File: src/rtl/serial_deframer.sv
// serial_deframer
//   Receive-side serial-to-parallel stage. Reassembles LSB-first words from a
//   single-bit stream aligned by a word-start marker. Completed words are
//   offered through a one-entry holding register with a valid/ready handshake.
//
// Ports
//   clk         clock, all logic on the rising edge
//   resetn      synchronous active-low reset
//   sin         serial data bit, LSB of each word first
//   frame       high in the cycle where sin carries bit 0 of a new word
//   dout        held word, meaningful while dout_valid is high
//   dout_valid  holding register contains an untransferred word
//   dout_ready  consumer accepts dout on an edge where dout_valid is high
//   busy        a word is partially assembled
//   overflow    one-cycle pulse: completed word dropped, holding register full
//   resync      one-cycle pulse: frame arrived mid-word, partial word dropped
module serial_deframer #(
    parameter int unsigned DATA_WIDTH = 16
) (
    input  logic                  clk,
    input  logic                  resetn,
    input  logic                  sin,
    input  logic                  frame,
    output logic [DATA_WIDTH-1:0] dout,
    output logic                  dout_valid,
    input  logic                  dout_ready,
    output logic                  busy,
    output logic                  overflow,
    output logic                  resync
);

    localparam int unsigned    CW   = $clog2(DATA_WIDTH);
    localparam logic [CW-1:0]  LAST = CW'(DATA_WIDTH - 1);

    typedef enum logic {
        IDLE  = 1'b0,
        SHIFT = 1'b1
    } state_t;

    state_t                  state_q, state_d;
    logic [CW-1:0]           cnt_q, cnt_d;
    logic [DATA_WIDTH-1:0]   shreg_q, shreg_d;
    logic [DATA_WIDTH-1:0]   dout_q, dout_d;
    logic                    valid_q, valid_d;
    logic                    overflow_q, overflow_d;
    logic                    resync_q, resync_d;
    logic                    complete;

    always_comb begin
        state_d    = state_q;
        cnt_d      = cnt_q;
        shreg_d    = shreg_q;
        dout_d     = dout_q;
        valid_d    = valid_q;
        overflow_d = 1'b0;
        resync_d   = 1'b0;
        complete   = 1'b0;

        case (state_q)
            IDLE: begin
                if (frame) begin
                    shreg_d    = '0;
                    shreg_d[0] = sin;
                    cnt_d      = CW'(1);
                    state_d    = SHIFT;
                end
            end
            SHIFT: begin
                if (frame) begin
                    // A new marker wins even on the final bit: restart the word.
                    resync_d   = 1'b1;
                    shreg_d    = '0;
                    shreg_d[0] = sin;
                    cnt_d      = CW'(1);
                end else begin
                    shreg_d[cnt_q] = sin;
                    if (cnt_q == LAST) begin
                        complete = 1'b1;
                        cnt_d    = '0;
                        state_d  = IDLE;
                    end else begin
                        cnt_d = cnt_q + CW'(1);
                    end
                end
            end
            default: state_d = IDLE;
        endcase

        // Holding register: a drain and a load may share the same edge.
        if (complete) begin
            if (!valid_q || dout_ready) begin
                dout_d  = shreg_d;
                valid_d = 1'b1;
            end else begin
                overflow_d = 1'b1;
            end
        end else if (valid_q && dout_ready) begin
            valid_d = 1'b0;
        end
    end

    always_ff @(posedge clk) begin
        if (!resetn) begin
            state_q    <= IDLE;
            cnt_q      <= '0;
            shreg_q    <= '0;
            dout_q     <= '0;
            valid_q    <= 1'b0;
            overflow_q <= 1'b0;
            resync_q   <= 1'b0;
        end else begin
            state_q    <= state_d;
            cnt_q      <= cnt_d;
            shreg_q    <= shreg_d;
            dout_q     <= dout_d;
            valid_q    <= valid_d;
            overflow_q <= overflow_d;
            resync_q   <= resync_d;
        end
    end

    assign dout       = dout_q;
    assign dout_valid = valid_q;
    assign busy       = (state_q == SHIFT);
    assign overflow   = overflow_q;
    assign resync     = resync_q;

endmodule
File: config.mk
export PLATFORM = sky130hd
export DESIGN_NAME = serial_deframer
export DESIGN_NICKNAME = d
export VERILOG_FILES = /design/src/rtl/serial_deframer.sv
export SDC_FILE = /design/constraint.sdc
export NUM_CORES = 1
export LEC_CHECK = 0
export ABC_AREA = 1
export CAP_MARGIN = 10
export CORE_MARGIN = 5
export CORE_UTILIZATION = 35
export DETAILED_ROUTE_END_ITERATION = 10
export GPL_ROUTABILITY_DRIVEN = 0
export MAX_ROUTING_LAYER = met4
export REMOVE_ABC_BUFFERS = 1
export SLEW_MARGIN = 30
export SYNTH_ARGS = -nofsm -noshare
export SYNTH_HDL_FRONTEND = slang
export SYNTH_SLANG_ARGS = --single-unit
File: constraint.sdc
create_clock -name clk -period 1.4 [get_ports clk]
set_input_delay 0.35 -clock clk [delete_from_list [all_inputs] [get_ports clk]]
set_output_delay 0.35 -clock clk [all_outputs]
set_load 0.02 [all_outputs]
**Word-level counts from Yosys, hierarchy flattened**

Cells that the tools add are included.

- $add $sub $neg: 1
- Multipliers: 0
- Div/mod/pow operators: 0
- $lt $le $gt $ge: 2
- Equality and inequality tests: 3
- Shift-type cells: 0
- Mux-type cells: 21
- Bitwise gates (word level): 1
- Reduce and logical (&&, ||, !) cells: 9

Operator list:

| kind | number |
|---|---|
| 16-bit two-way mux | 2 |
| 16-bit one-hot mux with 2 select lines | 1 |
| 16-bit bitwise mux | 1 |
| 4-bit two-way mux | 3 |
| 1-bit two-way mux | 11 |
| 4-bit one-hot mux with 2 select lines | 1 |
| 2-bit AND reduction | 4 |
| 4-bit by 5-bit < comparator with 1-bit output (second input constant) | 1 |
| 4-bit by 1-bit adder with 4-bit output (second input constant) | 1 |
| 1-bit demux with 4-bit select | 1 |
| 4-bit == test (second input constant) | 1 |
| 4-bit by 1-bit greater-or-equal comparator with 1-bit output (second input constant) | 1 |
| 1-bit logical AND | 2 |
| 2-bit by 1-bit != test with 1-bit output (second input constant) | 1 |
| 2-bit != test (second input constant) | 1 |
| 1-bit one-hot mux with 2 select lines | 1 |
| 2-bit nonzero test | 1 |
| 1-bit zero test | 1 |
| 1-bit logical OR | 1 |
| 1-bit inverter | 1 |

- Flip-flop bits (word level): 40
- Latch bits: 0
- RAM bits: 0
- Memory bits (read-only): 0
- Bits of input ports: 5
- Output and inout port bits: 20
- Logic and storage cells: 44
- Memories kept: 0

**Depth between registers and ports, before layout**

Gate-level depths: netlist of the first run.

- Word-level depth: 7
- Gate-level depth with buffers: 9

**Worst setup path before layout of the first run**

Ideal clock, no wire load.

- Path kind: reg2reg
- Start: reg cnt_q[0]
- End: reg dout_q[7], in the netlist dout[7]
- Arrival: 1.314 ns
- Required time: 1.291 ns
- Path slack: -0.023 ns
- Cell stages (with the launch flop): 8
- Buffers on the path: 1
- Period minus slack after synthesis: 1.423 ns
- Cell sequence: dfxtp_1 > ha_1 > nand3_1 > nor2_4 > buf_4 > nand3_1 > nand2_1 > inv_1

- Cells in the longest elaborated chain, start to end: 7
- Elaborated cells between the ends (all ways): 13
- Those cells by class: order compare: 2; eq/ne: 1; mux: 8; reduce/logical: 2

Ends and longest elaborated chain:

| element | line | RTL |
|---|---|---|
| start, declared | 41 | `logic [CW-1:0] cnt_q, cnt_d;` |
| start signal, assigned | 113 | `cnt_q <= cnt_d;` |
| 4-bit by 5-bit < comparator with 1-bit output (implied by the code) or 4-bit by 1-bit greater-or-equal comparator with 1-bit output (tied branches) | 76 | `shreg_d[cnt_q] = sin;` |
| 1-bit logical AND (implied by the code) | 76 |  |
| 1-bit two-way mux (implied by the code) | 76 |  |
| 1-bit demux with 4-bit select | 76 |  |
| 16-bit bitwise mux | 76 |  |
| 16-bit two-way mux | 69 | `if (frame) begin` |
| 16-bit one-hot mux with 2 select lines | 59 | `case (state_q)` |
| end signal, assigned | 115 | `dout_q <= dout_d;` |
| end, declared | 43 | `logic [DATA_WIDTH-1:0] dout_q, dout_d;` |

Parallel ways exist; a longest one is shown, timed or not.
A chain may end at the register's enable or synchronous reset.

**Final worst setup path of the first run**

- Start: reg cnt_q[0]
- End: reg dout_q[1], in the netlist dout[1]

The elaborated chain is that of the path after synthesis.

==> impl_metrics.json, run 1 <==
{
  "status": "finished, final reports clean",
  "endpoint_kind": "register",
  "wire_per_inst_um": 11.7,
  "period_minus_slack_ns": 1.36,
  "slew_violations": 0,
  "vias_per_cell": 4.60,
  "cts_buffer_depth": 2,
  "crit_chain": "ha_2, nand3_4, nor2_4, buf_6, clkbuf_16, nor2_1, nor2_1, nand2_1, inv_1",
  "drt_wl_total_um": 4870,
  "p_int_mw": 1.64,
  "area_delta_synth_final_pct": 36.3,
  "hpwl_um": 3320,
  "dpl.cell_count": 402,
  "port_buffers": 24,
  "fin_area_um2": 2720,
  "ant_nets": 0,
  "yosysUniqueCellTypes": 22,
  "cts_tree": "built",
  "rsz0062_at_grt": "true",
  "path_common_cell": "nor2_1",
  "cp_slowest_cell": "dfxtp_4",
  "grt_usage_pct": 13.6,
  "reg2reg_depth": 9,
  "crit_fanout": 6,
  "skew_ns": 0.00509,
  "drive_gt1_share_pct": 18.3,
  "dpl_cell_area_um2": 2500,
  "path_clk_slew_ns": 0.08,
  "nNetsFinal": 354,
  "min_from": "dout_ready",
  "setup_violations": 0,
  "switching_power_mw": 0.512,
  "grt_pass1_wl_um": 7950,
  "synth-seq-cells": 40,
  "regArea_um2": 810,
  "die_y_um": 85.5,
  "fill_cells": 569,
  "critical_path.startpoint_type": "register",
  "fmax_mhz": 733,
  "antenna_found_initial": 0,
  "die_area_um2": 7300,
  "drv_cap": 0,
  "cts_buffers": 5,
  "synth_top_area_cell": "dfxtp_1",
  "postCtsHoldBufs": 0,
  "hold_depth": 5,
  "diodes": 0,
  "slew_headroom_pct": 84.6,
  "grt_max_degree": 25,
  "p_sw_share_pct": 23.8,
  "multi_input_area_um2": 967,
  "worstMarginPinSlew_ns": 0.231,
  "hold_path.class": "input port to register",
  "syn_inst": 292,
  "min_to": "overflow",
  "reg2reg_to": "dout[1]",
  "yosysWarnings": 0,
  "first_pass_iters": 6,
  "ir_drop_uv": 458,
  "finalHoldViolCount": 0,
  "r2r-start": "cnt_q[0]",
  "drc_errors": 0,
  "ys_seq_area_share_pct": 40.2,
  "netlist_area_um2": 1990,
  "ys_top_cells_by_area": "dfxtp_1 (40%), nand3_1 (13%), nand2_1 (11%), inv_1 (7.2%), nor2_1 (7.2%)",
  "die_w_um": 85.5,
  "critPathArrivalTime_ns": 1.60,
  "core_region_area_um2": 5510,
  "cp.required_ns": 1.64,
  "rows": 27,
  "r2r_setup_slack_ns": 0.04,
  "ys.flop_type": "dfxtp_1",
  "htreeDepth": 2,
  "initial_core_util_pct": 36.2,
  "io_pins": 25,
  "pwr-share-comb_pct": 9.3,
  "yosys-top-cells-count": "nand2_1 (59), nand3_1 (52), dfxtp_1 (40), inv_1 (38), nor2_1 (38)",
  "hold_ws_ns": 0.448,
  "static-leakage-power_nw": 1.27,
  "grt_pass1_vias": 1745,
  "crit_type": "register to register",
  "synth_most_common_cell": "nand2_1",
  "drt_iter0_markers": 61,
  "cts.sinks": 40,
  "synth_edf_count": 0,
  "worstSkewPairLatency_ns": 0.29,
  "sequentialPowerShare_pct": 53.7,
  "finalNonFillerCells": 416,
  "power_density_nw_per_um2": 791,
  "synth_top_area_share_pct": 40.2,
  "finalSetupTns_ns": 0,
  "vias": 1915,
  "grt-ovfl-total": 0,
  "clockRootBuffer": "clkbuf_8",
  "slowest_delay_ns": 0.37,
  "p_clk_share_pct": 37.0,
  "avgSynthCellArea_um2": 6.83,
  "fin_crit_sh_pct": 97.4,
  "synthArstFlopShare_pct": 0,
  "p_total_mw": 2.15
}
[cells by family after synthesis]
group                      synth area share [%]
and+or+nand+nor                            36.8
buffers and inverters                      13.1
adders and majority gates                  3.77
DFF                                        40.2
AOI/OAI and AO/OA                          6.15
[worst max-delay path, delay by kind of cell (launching register included)]
kind          cells  cell delay [ns]
simple gates      5             0.40
buf+inv           3             0.32
flops             1             0.37
fa+ha+maj         1             0.21
[layout make-up]
| cell class | instances | area share [%] |
|---|---|---|
| inverters | 42 | 6.08 |
| well taps | 72 | 3.31 |
| clock buffers | 8 | 3.31 |
| multi-input cells | 195 | 35.6 |
| repair buffers | 59 | 21.9 |
| flip-flops and latches | 40 | 29.8 |
[power groups by stage]
stage          Combinational (mW)  Sequential (mW)  Clock [mW]
2_1_floorplan              0.0759             1.18           0
3_3_place_gp                0.196             1.18           0
3_5_place_dp                0.199             1.18           0
4_1_cts                     0.198             1.15       0.820
5_1_grt                     0.220             1.15       0.859
6_report                    0.201             1.15       0.795
[timing repair]
item                                    CTS  global route
endpoints found under the setup margin   30            25
pin swaps                                 0             7
gates resized for setup                  21            22
buffers inserted                          0             3
cloned                                    0             3
[registers in the layout, indices dropped and copies added, names as in the netlist]
name	count
resync	1
overflow	1
dout_valid	1
shreg_q	16
cnt_q	4
dout	16
busy	1
[through the flow]
step / setup slack (ns) / util, %
finish: 0.0365 / 49.4
detailed placement: -0.248 / 45.4
global placement: -0.234 / 45.4
global route: -0.0486 / 49.4
CTS: 0.0194 / 46.6
floorplan: -0.337 / -
[routing by layer]
metal  vias up  track usage [%]  wire (µm)
li1       1033                -          -
met2        24             22.4       2400
met4         0             3.45         40
met1       853             17.0       2310
met3         5             2.62        124
met5         -                -          0
[cell usage in the layout (no fill, tap or decap), drive strengths merged]
cell and n:
dlymetal6s2s 2, ha 6, clkinvlp 2, nand2 60, nor2 41, buf 33, inv 40, dlygate4sd2 20
o21ai 2, nand4 10, nand3b 1, a211oi 1, a21oi 21, clkdlybuf4s50 2, nor3 1, nand3 52
clkbuf 10, dfxtp 40
[how the worst max path moves through the flow]
stage	startpoint	end	slack [ns]	depth (start not counted)
detailed placement	dout_ready	dout[1]	-0.25	9
global route	cnt_q[0]	dout[8]	-0.05	9
global placement	dout_ready	dout[15]	-0.23	9
finish	cnt_q[0]	dout[1]	0.04	9
floorplan	busy	dout[12]	-0.34	7
CTS	cnt_q[1]	dout[6]	0.02	8
No activity file was read; power rests on OpenSTA's default activity.
==> run 2, diff against run 1 <==
--- a/config.mk
+++ b/config.mk
@@ -7,6 +7,7 @@
 export LEC_CHECK = 0
 export ABC_AREA = 1
 export CAP_MARGIN = 10
+export CORE_ASPECT_RATIO = 0.8
 export CORE_MARGIN = 5
 export CORE_UTILIZATION = 35
 export DETAILED_ROUTE_END_ITERATION = 10
==> impl_metrics.json, run 2 (synthesized netlist as in run 1, its figures left out) <==
{
  "status": "finished, final reports clean",
  "cp_slowest_cell": "dfxtp_4",
  "worstSkewPairLatency_ns": 0.29,
  "crit_chain": "ha_4, nand3_4, nor2_4, buf_12, clkbuf_16, nand3_1, nand2_1, inv_1",
  "met2_length_um": 2330,
  "rsz0062_at_grt": "true",
  "power_density_nw_per_um2": 734,
  "ant_nets": 0,
  "drt_wl_total_um": 5090,
  "drv_cap": 0,
  "period_minus_slack_ns": 1.36,
  "die_y_um": 77.5,
  "path_clk_slew_ns": 0.07,
  "worstMarginPinSlew_ns": 0.231,
  "port_buffers": 24,
  "p_total_mw": 2.08,
  "cp.required_ns": 1.60,
  "crit_type": "register to register",
  "drt_iter0_markers": 93,
  "hold_path.class": "input port to register",
  "vias_per_cell": 4.65,
  "io_pins": 25,
  "slowest_delay_ns": 0.38,
  "p_clk_share_pct": 34.8,
  "switching_power_mw": 0.510,
  "fill_cells": 562,
  "cp_top_family": "simple AND/OR/NAND/NOR gates",
  "fmax_mhz": 737,
  "wl_met3_um": 219,
  "critical_path.startpoint_type": "register",
  "initial_core_util_pct": 36.3,
  "nNetsFinal": 355,
  "dpl.cell_count": 407,
  "clockRootBuffer": "clkbuf_8",
  "cts_buffers": 5,
  "p_sw_share_pct": 24.5,
  "setup_violations": 0,
  "antenna_found_initial": 0,
  "layout_common_cells": "nand2_1 (56), nand3_1 (47), inv_1 (37), dfxtp_1 (35), nor2_1 (30)",
  "p_int_mw": 1.57,
  "pwr-share-comb_pct": 9.9,
  "fin_crit_sh_pct": 96.9,
  "rows": 24,
  "drt-met1-wl_um": 2480,
  "highest_layer": "met4",
  "grt_pass1_wl_um": 7980,
  "area_delta_synth_final_pct": 42.2,
  "first_pass_iters": 4,
  "htreeDepth": 2,
  "die_area_um2": 7310,
  "grt_pass1_vias": 1715,
  "mostFrequentLayoutCell": "nand2_1",
  "endpoint_kind": "register",
  "vias": 1964,
  "skew_ns": 0.00690,
  "crit_fanout": 7,
  "static-leakage-power_nw": 1.28,
  "hold_ws_ns": 0.434,
  "cts.sinks": 40,
  "diodes": 0,
  "drive_gt1_share_pct": 22.7,
  "core_region_area_um2": 5500,
  "grt_usage_pct": 14.1,
  "grt_max_degree": 22,
  "die_w_um": 94.4,
  "slew_headroom_pct": 84.6,
  "drc_errors": 0,
  "slew_violations": 0,
  "ir_drop_uv": 378,
  "hpwl_um": 3320,
  "crit_buf_inv": 3,
  "finalHoldViolCount": 0,
  "wire_per_inst_um": 12.1,
  "sequentialPowerShare_pct": 55.3,
  "critPathArrivalTime_ns": 1.55,
  "grt-ovfl-total": 0,
  "finalNonFillerCells": 422,
  "cts_buffer_depth": 2,
  "cts_tree": "built",
  "postCtsHoldBufs": 0
}
## run 2: worst paths after layout
kind,cells after the start,slack (ns),end,startpoint
setup / recovery,8,0.04,dout[11],cnt_q[1]
setup reg to reg,8,0.04,dout[11],cnt_q[1]
hold reg to reg,2,0.47,shreg_q[15],shreg_q[15]
hold / removal,5,0.43,overflow,dout_ready
## run 2: per-layer routing
| layer | vias up | GRT usage [%] |
|---|---|---|
| li1 | 1037 | - |
| met1 | 878 | 18.3 |
| met2 | 40 | 21.4 |
| met3 | 9 | 3.58 |
| met4 | 0 | 4.33 |
| met5 | - | - |
## run 2: repair_timing
| action | in CTS | in global routing |
|---|---|---|
| pin swaps | 1 | 18 |
| gates cloned | 0 | 2 |
| gates resized for setup | 23 | 45 |
| setup buffers | 0 | 6 |
| setup endpoints to repair | 36 | 28 |
## run 2: power by group through the flow
stage               combinational [mW]  sequential [mW]  clock, mW
global route                     0.225             1.15      0.810
detailed placement               0.187             1.18          0
floorplan                       0.0759             1.18          0
finish                           0.206             1.15      0.725
CTS                              0.187             1.15      0.756
global placement                 0.186             1.18          0
## run 2: cell type report
class	count	area (µm²)	area share [%]
clock inverters	1	5.00	0.177
clock buffers	6	72.6	2.56
flip-flops and latches	40	815	28.7
well taps	78	97.6	3.44
repair buffers	60	608	21.4
multi-input cells	195	1070	37.8
inverters	42	165	5.83
## run 2: through the flow
| step | setup WS, ns | setup TNS [ns] | area, µm² | util [%] |
|---|---|---|---|---|
| after floorplan | -0.337 | -5.24 | 1890 | - |
| after global placement | -0.253 | -7.62 | 2500 | 45.5 |
| after detailed placement | -0.267 | -8.06 | 2500 | 45.5 |
| after CTS | 0.0156 | 0 | 2560 | 46.6 |
| after global routing | -0.0501 | -0.333 | 2840 | 51.6 |
| final | 0.0436 | 0 | 2840 | 51.6 |
## run 2: worst register-to-register path, cell delays in order, from the launching register on
cell and delay (ns):
dfxtp_4 0.38, ha_4 0.15, nand3_4 0.09, nor2_4 0.17
buf_12 0.14, clkbuf_16 0.15, nand3_1 0.07, nand2_1 0.06
inv_1 0.03
